## config.mk

```make
export PLATFORM = sky130hd
export DESIGN_NAME = auto_exposure_ctrl
export DESIGN_NICKNAME = d
export VERILOG_FILES = /design/src/rtl/auto_exposure_ctrl.sv
export SDC_FILE = /design/constraint.sdc
export NUM_CORES = 1
export LEC_CHECK = 0
export BUFFER_PORTS_ARGS = -buffer_cell sky130_fd_sc_hd__buf_2
export CORE_MARGIN = 3
export CORE_UTILIZATION = 30
export DETAILED_ROUTE_END_ITERATION = 8
export PLACE_DENSITY_LB_ADDON = 0.25
export SLEW_MARGIN = 0
export SYNTH_ARGS = -nofsm -noshare
export SYNTH_HDL_FRONTEND = slang
export SYNTH_SLANG_ARGS = --single-unit
```

## constraint.sdc

```tcl
create_clock -name pixclk -period 9.65 [get_ports pixclk]
set_input_delay 0.965 -clock pixclk [delete_from_list [all_inputs] [get_ports pixclk]]
set_output_delay 0.965 -clock pixclk [all_outputs]
set_load 0.03 [all_outputs]
```

## src/rtl/auto_exposure_ctrl.sv

```systemverilog
// Closed-loop auto exposure: green mean from per-frame bayer statistics via a
// restoring divider, deadband compare against target, clamped exposure stepping.
module auto_exposure_ctrl #(
    parameter int unsigned PIXEL_WIDTH = 8,
    parameter int unsigned ACCUM_WIDTH = 30,
    parameter int unsigned COUNT_WIDTH = 22,
    parameter int unsigned EXP_WIDTH   = 16,
    parameter int unsigned EXP_RESET   = 512
) (
    input  logic                   pixclk,
    input  logic                   reset,
    input  logic                   enable,
    input  logic [PIXEL_WIDTH-1:0] target,
    input  logic [PIXEL_WIDTH-1:0] deadband,
    input  logic [3:0]             step_shift,
    input  logic [EXP_WIDTH-1:0]   exp_min,
    input  logic [EXP_WIDTH-1:0]   exp_max,
    input  logic [3:0]             settle_frames,
    input  logic [COUNT_WIDTH+1:0] sat_limit,
    input  logic                   stats_done,
    input  logic [ACCUM_WIDTH-1:0] accum01,
    input  logic [ACCUM_WIDTH-1:0] accum10,
    input  logic [COUNT_WIDTH-1:0] accum_count,
    input  logic [COUNT_WIDTH+1:0] sat_pix_count,
    output logic [EXP_WIDTH-1:0]   exposure,
    output logic                   exposure_valid,
    output logic [PIXEL_WIDTH-1:0] mean,
    output logic                   mean_valid,
    output logic                   busy
);

    localparam int unsigned CNT_W = $clog2(ACCUM_WIDTH + 2);

    typedef enum logic [1:0] {IDLE, DIVIDE, ADJUST} state_t;

    state_t                 state_q;
    logic [CNT_W-1:0]       bit_q;
    logic [ACCUM_WIDTH:0]   quo_q, quo_d;
    logic [ACCUM_WIDTH+1:0] rem_q, rem_d, rem_shift;
    logic [COUNT_WIDTH:0]   div_q;
    logic [COUNT_WIDTH+1:0] sat_q;
    logic [PIXEL_WIDTH-1:0] qsat_q, qsat_d;
    logic [3:0]             settle_q;
    logic [EXP_WIDTH-1:0]   exposure_q, exp_new_d;
    logic                   exposure_valid_q, mean_valid_q;
    logic [PIXEL_WIDTH-1:0] mean_q;

    logic [PIXEL_WIDTH:0]   mean_x, tgt_x, mean_db, tgt_db;
    logic                   inc, dec;
    logic [EXP_WIDTH-1:0]   shifted, delta, dec_raw;
    logic [EXP_WIDTH:0]     cand, lo_clamped, hi_clamped;

    // Dividend shifts out of quo_q MSB-first while quotient bits shift in.
    always_comb begin
        rem_shift = {rem_q[ACCUM_WIDTH:0], quo_q[ACCUM_WIDTH]};
        rem_d     = rem_shift;
        quo_d     = {quo_q[ACCUM_WIDTH-1:0], 1'b0};
        if (rem_shift >= (ACCUM_WIDTH+2)'(div_q)) begin
            rem_d = rem_shift - (ACCUM_WIDTH+2)'(div_q);
            quo_d = {quo_q[ACCUM_WIDTH-1:0], 1'b1};
        end
        qsat_d = (|quo_q[ACCUM_WIDTH:PIXEL_WIDTH]) ? '1 : quo_q[PIXEL_WIDTH-1:0];
    end

    always_comb begin
        mean_x  = {1'b0, qsat_q};
        tgt_x   = {1'b0, target};
        mean_db = mean_x + {1'b0, deadband};
        tgt_db  = tgt_x + {1'b0, deadband};
        dec     = (sat_q > sat_limit) || (mean_x > tgt_db);
        inc     = !dec && (mean_db < tgt_x);

        shifted = exposure_q >> step_shift;
        delta   = (shifted == '0) ? EXP_WIDTH'(1) : shifted;
        dec_raw = (exposure_q >= delta) ? exposure_q - delta : '0;
        cand    = inc ? {1'b0, exposure_q} + {1'b0, delta} : {1'b0, dec_raw};

        // Low clamp before high clamp keeps a misconfigured window in range.
        lo_clamped = (cand < {1'b0, exp_min}) ? {1'b0, exp_min} : cand;
        hi_clamped = (lo_clamped > {1'b0, exp_max}) ? {1'b0, exp_max} : lo_clamped;
        exp_new_d  = (inc || dec) ? hi_clamped[EXP_WIDTH-1:0] : exposure_q;
    end

    always_ff @(posedge pixclk or posedge reset) begin
        if (reset) begin
            state_q          <= IDLE;
            bit_q            <= '0;
            quo_q            <= '0;
            rem_q            <= '0;
            div_q            <= '0;
            sat_q            <= '0;
            qsat_q           <= '0;
            settle_q         <= '0;
            exposure_q       <= EXP_WIDTH'(EXP_RESET);
            exposure_valid_q <= 1'b0;
            mean_q           <= '0;
            mean_valid_q     <= 1'b0;
        end else begin
            exposure_valid_q <= 1'b0;
            mean_valid_q     <= 1'b0;
            if (!enable) begin
                state_q  <= IDLE;
                settle_q <= '0;
            end else begin
                case (state_q)
                    IDLE: begin
                        if (stats_done) begin
                            if (settle_q != '0) begin
                                settle_q <= settle_q - 4'd1;
                            end else if (accum_count != '0) begin
                                quo_q   <= {1'b0, accum01} + {1'b0, accum10};
                                div_q   <= {accum_count, 1'b0};
                                rem_q   <= '0;
                                sat_q   <= sat_pix_count;
                                bit_q   <= '0;
                                state_q <= DIVIDE;
                            end
                        end
                    end
                    // One quotient bit per cycle, then a final cycle registers the saturated quotient.
                    DIVIDE: begin
                        if (bit_q == CNT_W'(ACCUM_WIDTH + 1)) begin
                            qsat_q  <= qsat_d;
                            state_q <= ADJUST;
                        end else begin
                            rem_q <= rem_d;
                            quo_q <= quo_d;
                            bit_q <= bit_q + 1'b1;
                        end
                    end
                    ADJUST: begin
                        mean_q       <= qsat_q;
                        mean_valid_q <= 1'b1;
                        if (exp_new_d != exposure_q) begin
                            exposure_q       <= exp_new_d;
                            exposure_valid_q <= 1'b1;
                            settle_q         <= settle_frames;
                        end
                        state_q <= IDLE;
                    end
                    default: state_q <= IDLE;
                endcase
            end
        end
    end

    assign exposure       = exposure_q;
    assign exposure_valid = exposure_valid_q;
    assign mean           = mean_q;
    assign mean_valid     = mean_valid_q;
    assign busy           = (state_q != IDLE);

endmodule

```

==> flow_summary.ini, run 1 <==
[setup_path]
cpPeakStageDelay_ns = 0.56
crit_type = in -> reg
r2r-start = exposure[8]$_DFFE_PP0P_
critPathSlowestCell = or4b_4
r2r_cells = 45
crit_arrival_ns = 10.05
startpoint_type = primary input
cp-end-kind = flip-flop
cp_max_fo = 11
rrSetupSlack_ns = 0.01
rr_endpoint = exposure[3]$_DFFE_PP0P_
cp.required_ns = 9.97

[synthesis]
syn-cell-area_um2 = 14500
syn_avg_cell_area_um2 = 8.46
ys_warn_count = 0
synth_top_area_cell = dfrtp_1
synth.most_common_cell = ha_1
synth_nets = 2084
ys.flop_type = dfrtp_1
synthTopCellsByArea = dfrtp_1, ha_1, mux2_2
synth_common_cells = ha_1, inv_1, dfrtp_1
ys_seq_elements = 153
netlist.area_leader.share = 0.263
synth-seq-area-share = 0.264
async_reset_ff_frac = 1.00
synthCells = 1713
ys_types = 92
synth_edf_count = 0

[power_and_ir_drop]
peakVddDrop_uv = 118
powerDensity_nw_per_um2 = 216
p_leak_uw = 0.00987

[placed_design]
io_buffer_count = 216
place_area_um2 = 18200
dp_slack_ns = -1.62
place.gp.congestion = 0.943
dp_hpwl_um = 41700
placed_cells = 2750

[die]
die_height_um = 226
start_util = 0.307
dieArea_um2 = 51000
num_io_pins = 217
num_rows = 79
core_um2 = 47100
die_w_um = 226

[cts]
holdBufCountCts = 0
cts_max_level = 4
cts-root-buf = clkbuf_16
clk_pin_slew_ns = 0.06
cts_buffers = 17
insertion_delay_ns = 0.44
cts.sinks = 153
tritoncts = built
clock_path_buffers = 2

[finish]
post-route-util = 0.414
drive_gt1_frac = 0.330
instances_no_fill = 2802
area_growth_pct = 34.6
final_nets = 2553
final_area_um2 = 19500

[detailed_routing]
wl_um = 51400
drtAntennaViolNets = 0
route.vias.total = 14600
drt-initial-drc-count = 725
firstDrtPassIters = 5
drc = 0
wl_per_cell_um = 18.3
via_per_inst = 5.20

[global_routing]
grt_pass1_vias = 14600
track_usage = 0.198
grt_pass1_wl_um = 79400
antenna_found_initial = 3
grt_max_degree = 79
grt_overflow = 0

[worst_hold_path]
min_from = rem_q[30]$_DFFE_PP0P_
hold_path_end = rem_q[30]$_DFFE_PP0P_
hold_depth = 2
hp-class = reg -> reg

[sta]
worst_slew_margin_rel = 0.196
setup_viol = 17
hold_slack_ns = 0.487
skew_ns = 0.00841
finalWorstSetupSlack_ns = -0.0800
worstMarginPinSlew_ns = 1.20
grt_setup_unrepaired = yes
hold_violations = 0
fmaxAchievable_mhz = 103
period_needed_ns = 9.73
finalCritPeriodShare = 1.01
slew_violations = 0

[run]
max_cap_viol_count = 0

[status]
violations = setup timing
status = finished with violations
## sequential cells by signal, indices dropped and copies added (netlist names), 2 cells and up
signal,count
quo_q,31
rem_q,31
sat_q,24
div_q,22
exposure,16
mean,8
qsat_q,8
bit_q,5
settle_q,4
state_q,2
## worst max-delay path: cells and delay by family
| kind | cells | cell delay [ns] |
|---|---|---|
| compound gates | 18 | 3.45 |
| fa+ha+maj | 4 | 0.97 |
| buf+inv | 7 | 0.96 |
| mux | 3 | 0.76 |
| simple gates | 15 | 2.88 |
## worst max-delay path by stage
| stage | endpoint | slack (ns) | start |
|---|---|---|---|
| CTS | exposure[14]$_DFFE_PP0P_ | 0.02 | deadband[0] |
| floorplan | settle_q[2]$_DFFE_PP0P_ | 0.002 | step_shift[0] |
| global route | settle_q[1]$_DFFE_PP0P_ | -0.67 | step_shift[1] |
| global placement | exposure[1]$_DFFE_PP0P_ | -1.60 | target[1] |
| finish | exposure[3]$_DFFE_PP0P_ | -0.08 | step_shift[1] |
| detailed placement | exposure[11]$_DFFE_PP0P_ | -1.62 | target[1] |
## logic make-up after synthesis
group | count (synthesis) | share of synthesized area
AOI/OAI and AO/OA | 489 | 0.224
buffers and inverters | 223 | 0.0606
DFF | 153 | 0.264
muxes | 113 | 0.0865
xor gates and xnor gates | 64 | 0.0387
adders and majority gates | 181 | 0.159
and+or+nand+nor | 490 | 0.167
## area by class of cell
cell class                      count  area, um2
Clock inverter                      9       90.1
Fill cell                        4721      27600
Inverter                          162        613
Antenna cell                        1       2.50
Tap cell                          607        759
Sequential cell                   153       3830
Timing Repair Buffer              510       3400
Multi-Input combinational cell   1338      10300
Clock buffer                       22        484
## what timing repair did
item	4_1_cts	5_1_grt
buffers inserted	12	7
gates resized for setup	72	61
setup endpoints to repair	21	21
gates cloned	2	0
pin swaps	19	35
## layout by cell type, fill, tap and decap left out, drive strengths merged, types with 11 or more instances in the layout
cell / n
a211oi: 21
a21o: 35
a21oi: 125
a221oi: 12
and3: 12
buf: 510
clkbuf: 22
dfrtp: 152
ha: 175
inv: 164
mux2: 65
mux2i: 45
nand2: 140
nand2b: 17
nand3: 24
nand4: 26
nor2: 138
nor2b: 23
nor3: 35
nor4: 15
o211ai: 13
o21ai: 126
o22a: 11
o22ai: 11
or2: 11
or3: 12
xnor2: 42
xor2: 22
## power by group
part | switching [uW] | internal [uW] | total [uW]
clock | 280 | 382 | 662
sequential | 171 | 869 | 1040
combinational | 1340 | 1180 | 2520
## routing by layer
layer  part of all wire  wire length, um  track usage
met1               0.44            22700        0.252
met2               0.49            25200        0.347
met3              0.043             2190       0.0285
met4              0.024             1230       0.0609
met5            0.00060               31            0
## through the flow
step | setup TNS [ns] | power [uW]
after floorplan | 0 | 2640
after global routing | -13.06 | 4580
after CTS | 0 | 4200
final | -0.874 | 4220
after detailed placement | -32.33 | 3450
after global placement | -32.03 | 3420
No activity file was read; power rests on OpenSTA's default activity.
==> inputs of run 2 (changes only) <==
- BUFFER_PORTS_ARGS: -buffer_cell sky130_fd_sc_hd__buf_2 -> default
- DONT_BUFFER_PORTS: default -> 1
==> flow_summary.ini, run 2 (same netlist as run 1, synthesis figures left out) <==
[power_and_ir_drop]
switchingPower_uw = 1790
p_int_uw = 2370
power.total_uw = 4150
powerDensity_nw_per_um2 = 228
netSwitchingFraction = 0.430
seq_power_share = 0.251
p_clk_frac = 0.153
peakVddDrop_uv = 110
combPwrFrac = 0.596
p_leak_uw = 0.00885

[setup_path]
cpPeakStageDelay_ns = 0.48
critPathSlowestCell = o31ai_1
startpoint_type = primary input
crit_type = in -> reg
cp_common_cell = buf_4
cp-end-kind = flip-flop
cp_max_fo = 18
cp.required_ns = 9.94
crit_arrival_ns = 9.72

[detailed_routing]
wl_um = 50500
drtAntennaViolNets = 0
via_per_inst = 5.37
drt-initial-drc-count = 882
route.vias.total = 13700
firstDrtPassIters = 5
wl_per_cell_um = 19.8
drc = 0

[finish]
final_area_um2 = 18200
drive_gt1_frac = 0.254
layout_common_cells = buf_4, ha_1, inv_1, dfrtp_1, nand2_1
diodes = 0
final_nets = 2306
register_area_um2 = 3830
nFillCells = 4818
final_common_cell = buf_4
area_growth_pct = 25.5
top_regs = quo_q: 31 flops, rem_q: 31 flops, sat_q: 24 flops
multiInputGateArea_um2 = 10400

[placed_design]
io_buffer_count = 0
place_area_um2 = 16800
dp_hpwl_um = 40700
dp_slack_ns = -1.00
place.gp.congestion = 0.963

[global_routing]
antenna_found_initial = 1
grt_pass1_vias = 13500
grt_max_degree = 79
track_usage = 0.194
grt_pass1_wl_um = 77000
grt_overflow = 0

[cts]
cts_max_level = 4
cts.sinks = 153
clk_pin_slew_ns = 0.06
holdBufCountCts = 0
clock_path_buffers = 2
insertion_delay_ns = 0.45
tritoncts = built
cts-root-buf = clkbuf_16
cts_buffers = 17

[sta]
skew_ns = 0.0132
grt_setup_unrepaired = yes
worstMarginPinSlew_ns = 1.01
worst_slew_margin_rel = 0.322
setup_viol = 0
period_needed_ns = 9.43
hold_violations = 0
finalWorstSetupSlack_ns = 0.220
fmaxAchievable_mhz = 106
finalCritPeriodShare = 0.977
slew_violations = 0

[die]
core_um2 = 47100
start_util = 0.307
num_rows = 79
die_w_um = 226
die_height_um = 226
num_io_pins = 217
dieArea_um2 = 51000

[worst_hold_path]
hp-class = in -> async

[status]
status = complete, no violations

[run]
max_cap_viol_count = 0
## run 2: cell types whose count changed in the layout (fill, tap and decap cells not counted), sizes merged
cell	delta
clkinvlp	+3
clkbuf	-1
diode	-1
bufinv	-1
clkinv	-1
buf	-247
## run 2: what timing repair did
action	CTS	global route
endpoints found under the setup margin	21	21
setup buffers	1	19
gates resized for setup	22	124
cloned	0	1
pin swaps	2	47
## run 2: per-stage QoR
step,setup TNS [ns],hold slack (ns),instances,utilization
floorplan,0,0.441,1713,-
global placement,-17.89,0.461,2502,0.357
detailed placement,-18.26,0.491,2502,0.357
CTS,0,0.508,2534,0.371
global route,-3.09,0.519,2554,0.386
finish,0,0.504,2554,0.386
## run 2: metal layers
metal  global-route usage  up-vias  part of all wire
met2                0.330      394              0.48
met5                    0        -           0.00026
met1                0.250     6587              0.44
met4               0.0650        2             0.027
met3               0.0317       79             0.050
li1                     -     6663                 -
## run 2: final timing paths
| check | slack [ns] | to | from | cells past startpoint |
|---|---|---|---|---|
| max | 0.22 | exposure[13]$_DFFE_PP0P_ | target[0] | 45 |
| min in group pixclk | 0.50 | div_q[4]$_DFFE_PP0P_ | div_q[4]$_DFFE_PP0P_ | 1 |
| max in group asynchronous | 7.59 | exposure[6]$_DFFE_PP0P_ | reset | 2 |
| max reg2reg | 0.28 | exposure[13]$_DFFE_PP0P_ | exposure[8]$_DFFE_PP0P_ | 43 |
| min reg2reg | 0.50 | div_q[4]$_DFFE_PP0P_ | div_q[4]$_DFFE_PP0P_ | 1 |
| min | 0.50 | sat_q[4]$_DFFE_PP0P_ | reset | 1 |
## run 2: worst max-delay path: cells and delay by family
family | cells | cell delay (ns)
buffers and inverters | 9 | 1.36
AO/OA/AOI/OAI | 18 | 3.98
XOR/XNOR | 1 | 0.12
AND/OR/NAND/NOR | 11 | 1.74
adder cells (fa/ha/maj) | 5 | 1.37
multiplexers | 1 | 0.15
## run 2: final cells by class
class | count | area share
timing repair buffer | 263 | 0.112
clock buffer | 21 | 0.0259
inverter | 162 | 0.0337
sequential | 153 | 0.211
multi-input combinational | 1338 | 0.572
tap | 607 | 0.0418
clock inverter | 10 | 0.00385
## run 2: power groups by stage
stage               clock network (uW)  registers [uW]  logic [uW]
global placement                     0            1040        2310
finish                             635            1040        2480
floorplan                            0             991        1650
detailed placement                   0            1050        2330
global route                       678            1070        2760
CTS                                656            1040        2360
